[src/rtl/fpu_issue_ctrl.sv]
// Issue/response controller for the combinational FPU: holds the operands for an op-dependent latency, then returns the result.
// Optional sticky exception flags are enabled with the FPU_STICKY_FLAGS_EN macro.
module fpu_issue_ctrl #(
    parameter int ADD_LAT = 2,
    parameter int MUL_LAT = 3,
    parameter int DIV_LAT = 8
) (
    input  logic        clk,
    input  logic        rst,
    input  logic        req_valid,
    output logic        req_ready,
    input  logic [1:0]  req_op,
    input  logic [31:0] req_a,
    input  logic [31:0] req_b,
    input  logic [4:0]  req_tag,
    output logic [31:0] fpu_a,
    output logic [31:0] fpu_b,
    output logic [1:0]  fpu_op,
    input  logic [31:0] fpu_result,
    input  logic        fpu_overflow,
    input  logic        fpu_underflow,
    output logic        rsp_valid,
    input  logic        rsp_ready,
    output logic [31:0] rsp_result,
    output logic [4:0]  rsp_tag,
    output logic        rsp_overflow,
    output logic        rsp_underflow,
    output logic        busy,
    input  logic        flags_clr,
    output logic        sticky_overflow,
    output logic        sticky_underflow
);

    // A latency of zero still needs one EXEC cycle to sample the FPU.
    localparam int ADD_EFF = (ADD_LAT < 1) ? 1 : ADD_LAT;
    localparam int MUL_EFF = (MUL_LAT < 1) ? 1 : MUL_LAT;
    localparam int DIV_EFF = (DIV_LAT < 1) ? 1 : DIV_LAT;
    localparam int MAX_AM  = (ADD_EFF > MUL_EFF) ? ADD_EFF : MUL_EFF;
    localparam int MAX_LAT = (MAX_AM > DIV_EFF) ? MAX_AM : DIV_EFF;
    localparam int CNT_W   = (MAX_LAT > 1) ? $clog2(MAX_LAT) : 1;

    typedef enum logic [1:0] {
        IDLE = 2'd0,
        EXEC = 2'd1,
        RESP = 2'd2
    } state_t;

    state_t           state;
    logic [CNT_W-1:0] count;
    logic             capture;

    function automatic logic [CNT_W-1:0] lat_minus_one(input logic [1:0] op);
        case (op)
            2'b10:   return CNT_W'(MUL_EFF - 1);
            2'b11:   return CNT_W'(DIV_EFF - 1);
            default: return CNT_W'(ADD_EFF - 1);
        endcase
    endfunction

    assign req_ready = (state == IDLE) && !rst;
    assign rsp_valid = (state == RESP);
    assign busy      = (state != IDLE);
    assign capture   = (state == EXEC) && (count == '0);

    always_ff @(posedge clk) begin
        if (rst) begin
            state         <= IDLE;
            count         <= '0;
            fpu_a         <= '0;
            fpu_b         <= '0;
            fpu_op        <= '0;
            rsp_result    <= '0;
            rsp_tag       <= '0;
            rsp_overflow  <= 1'b0;
            rsp_underflow <= 1'b0;
        end else begin
            case (state)
                IDLE: begin
                    if (req_valid) begin
                        fpu_a   <= req_a;
                        fpu_b   <= req_b;
                        fpu_op  <= req_op;
                        rsp_tag <= req_tag;
                        count   <= lat_minus_one(req_op);
                        state   <= EXEC;
                    end
                end
                EXEC: begin
                    if (count != '0) begin
                        count <= count - CNT_W'(1);
                    end else begin
                        rsp_result    <= fpu_result;
                        rsp_overflow  <= fpu_overflow;
                        rsp_underflow <= fpu_underflow;
                        state         <= RESP;
                    end
                end
                RESP: begin
                    if (rsp_ready) begin
                        state <= IDLE;
                    end
                end
                default: state <= IDLE;
            endcase
        end
    end

`ifdef FPU_STICKY_FLAGS_EN
    // A clear coinciding with a capture only wipes the history, not the new flags.
    always_ff @(posedge clk) begin
        if (rst) begin
            sticky_overflow  <= 1'b0;
            sticky_underflow <= 1'b0;
        end else if (capture) begin
            sticky_overflow  <= (sticky_overflow  & ~flags_clr) | fpu_overflow;
            sticky_underflow <= (sticky_underflow & ~flags_clr) | fpu_underflow;
        end else if (flags_clr) begin
            sticky_overflow  <= 1'b0;
            sticky_underflow <= 1'b0;
        end
    end
`else
    logic unused_sticky_inputs;
    assign unused_sticky_inputs = flags_clr | capture;
    assign sticky_overflow      = 1'b0;
    assign sticky_underflow     = 1'b0;
`endif

endmodule
[config.mk]
export PLATFORM = sky130hd
export DESIGN_NAME = fpu_issue_ctrl
export DESIGN_NICKNAME = d
export VERILOG_FILES = /design/src/rtl/fpu_issue_ctrl.sv
export SDC_FILE = /design/constraint.sdc
export NUM_CORES = 1
export LEC_CHECK = 0
export CELL_PAD_IN_SITES_DETAIL_PLACEMENT = 0
export CELL_PAD_IN_SITES_GLOBAL_PLACEMENT = 2
export CORE_AREA = 2 2 152 139
export DETAILED_ROUTE_END_ITERATION = 16
export DIE_AREA = 0 0 154 141
export HOLD_SLACK_MARGIN = 0.02
export PLACE_DENSITY = 0.81
export SETUP_SLACK_MARGIN = 0.5
export SLEW_MARGIN = 20
export SYNTH_ARGS = -nofsm -noshare
export SYNTH_HDL_FRONTEND = slang
export SYNTH_SLANG_ARGS = --single-unit
[constraint.sdc]
create_clock -name clk -period 2 [get_ports clk]
set_input_delay 0.5 -clock clk [delete_from_list [all_inputs] [get_ports clk]]
set_output_delay 0.5 -clock clk [all_outputs]
set_load 0.05 [all_outputs]
==> impl_metrics.json <==
{
  "synth_area_um2": 3950,
  "seq_area_frac_synth_pct": 55.7,
  "grt_pass1_vias": 3848,
  "clockBufferDepth": 2,
  "nets": 814,
  "status": "finished clean",
  "vias": 3908,
  "avgViaCountPerCell": 4.04,
  "drv_slew": 0,
  "ff2ff_path_depth": 6,
  "holdCritPathClass": "register to register",
  "cp-end-kind": "output pin",
  "globalRouteOverflowTotal": 0,
  "ys_top_cells_by_area": "dfxtp_1 (56%), nand2_1 (20%), a21oi_1 (14%)",
  "min_delay_worst_endpoint": "rsp_result[5]",
  "clock-sinks": 110,
  "hold_depth": 2,
  "fin_skew_ps": 8.87,
  "ys_warn_count": 0,
  "synth_seq_cells": 110,
  "pin_count": 220,
  "crit_type": "register to output pin",
  "synth_cell_types": 29,
  "min_period_ps": 1670,
  "leakage_nw": 2.62,
  "row_count": 50,
  "yosysTopAreaCell": "dfxtp_1",
  "seq_area_um2": 2210,
  "numCtsBuffers": 9,
  "drc": 0,
  "hold_viol": 0,
  "cts_tree": "built",
  "fmax_ghz": 0.597,
  "timing.rr.start": "count[1]",
  "core_um2": 20300,
  "syn_to_final_growth_pct": 63.0,
  "synth_top_area_share_pct": 55.7,
  "die_x_um": 154,
  "start_util_pct": 19.4,
  "holdBufCountCts": 0,
  "final_cells": 967,
  "ant_nets": 0,
  "placed_cells": 946,
  "synth_ff_type": "dfxtp_1",
  "arrival_ps": 1170,
  "insertion_delay_ps": 350,
  "cp.required_ps": 1500,
  "crit_path_max_fanout": 4,
  "synth_edf_count": 0,
  "place.gp.congestion": 0.688,
  "synth.most_common_cell": "nand2_1",
  "period_share_pct": 83.7,
  "rsz0062_at_grt": "true",
  "path_clk_slew_ps": 70,
  "setup_tns_ps": 0,
  "avgSynthCellArea_um2": 7.95,
  "async_flop_share_pct": 0,
  "power_density_nw_per_um2": 984,
  "relSlewSlack_pct": 63.6,
  "avgRoutedWirePerCell_um": 13.4,
  "dp_hpwl_mm": 8.53,
  "cts_max_level": 3,
  "cts_root_buffer": "clkbuf_16",
  "die_area_um2": 21700,
  "drv_cap": 0,
  "r2r_slack_ps": 470,
  "hp-start": "rsp_result[5]",
  "worst_pin_slew_ps": 546,
  "grt_max_degree": 111,
  "die_h_um": 141,
  "antenna_found_initial": 1,
  "grt_pass1_wl_mm": 20.3,
  "cp-start-kind": "register",
  "routed_wirelength_mm": 12.9,
  "final_layout_size_suffix_gt1_share_pct": 22.8,
  "setup_viol": 0,
  "r2r_end": "count[2]",
  "syn_inst": 497,
  "multi_input_area_um2": 1620,
  "grt_usage_pct": 11.9,
  "drt_pass1_iterations": 4,
  "initialDrtViolationCount": 143,
  "peakVddDrop_uv": 470,
  "synth.top_cells.by_count": "nand2_1 (213), dfxtp_1 (110), a21oi_1 (107)",
  "fillCellCount": 2184,
  "io_buffers": 216
}
-- cell usage in the layout (no fill, tap or decap), types with 2 or more instances in the layout --
| master | instances |
|---|---|
| inv_2 | 2 |
| and2b_2 | 2 |
| buf_12 | 9 |
| clkbuf_4 | 6 |
| nor2_4 | 2 |
| a21oi_1 | 106 |
| dfxtp_4 | 2 |
| dfxtp_2 | 2 |
| nand2b_1 | 2 |
| dfxtp_1 | 106 |
| a21oi_2 | 2 |
| buf_4 | 68 |
| nand3_1 | 2 |
| nand2_1 | 211 |
| buf_2 | 38 |
| nor2_1 | 3 |
| clkdlybuf4s50_1 | 107 |
| inv_6 | 2 |
| conb_1 | 2 |
| clkbuf_16 | 9 |
| nand2_2 | 3 |
-- cell families after synthesis --
| family | share of synthesized area [%] |
|---|---|
| other | 0.0949 |
| AND/OR/NAND/NOR | 24.3 |
| flip-flops | 55.7 |
| adder cells (fa/ha/maj) | 0.633 |
| buffers and inverters | 4.91 |
| AO/OA/AOI/OAI | 14.4 |
-- per-layer routing --
metal  GRT usage [%]  vias to the layer above  wire length [µm]
met1            14.2                     1748              5790
li1                -                     2006                 -
met5               0                        -                 0
met2            19.1                      141              5680
met4            4.03                        0               222
met3            5.16                       13              1250
-- state kept, by name, summed over array words and instances, names as in the netlist --
signal,flops
fpu_op,2
rsp_tag,5
state,2
fpu_a,32
rsp_underflow,1
count,3
fpu_b,32
rsp_result,32
rsp_overflow,1
-- stage by stage --
step	utilization [%]	instance area (µm²)	total power, mW	hold slack, ps	worst slack (ps)
finish	31.7	6440	6.34	450	326
global route	31.7	6440	6.70	472	274
CTS	31.3	6370	6.42	453	294
detailed placement	30.9	6270	4.69	446	173
global placement	30.9	6270	4.69	442	175
floorplan	-	3970	3.87	432	515
-- cell type report --
class | instances | share of cell area (%)
clock inverter | 4 | 0.466
inverter | 3 | 0.214
sequential | 110 | 34.3
timing repair buffer | 228 | 31.0
tap | 260 | 5.05
clock buffer | 11 | 3.77
antenna | 1 | 0.0389
multi-input combinational | 350 | 25.1
-- worst max path at each step --
stage / startpoint / endpoint / slack, ps / depth (start not counted)
finish: state[1] / req_ready / 330 / 4
global route: state[1] / req_ready / 270 / 4
CTS: state[0] / req_ready / 290 / 4
detailed placement: req_valid / count[2] / 170 / 5
global placement: req_valid / count[2] / 180 / 5
floorplan: rst / req_ready / 510 / 2
-- power by group --
group	internal, mW	leakage, nW	total, mW	switching (mW)
Combinational	0.737	1.58	2.09	1.36
Sequential	2.41	0.902	2.52	0.112
Clock	0.882	0.132	1.72	0.843
-- worst max-delay path: stages (launching register included) --
cell and delay, ps:
dfxtp_4 360, nor2_4 150, inv_4 70, nor2_4 100, buf_12 140
-- what timing repair did --
item | in CTS | in global routing
setup buffers | 1 | 4
pin swaps | 7 | 5
gates resized for setup | 230 | 15
endpoints found under the setup margin | 73 | 13
Power figures use the tool's default switching activity.
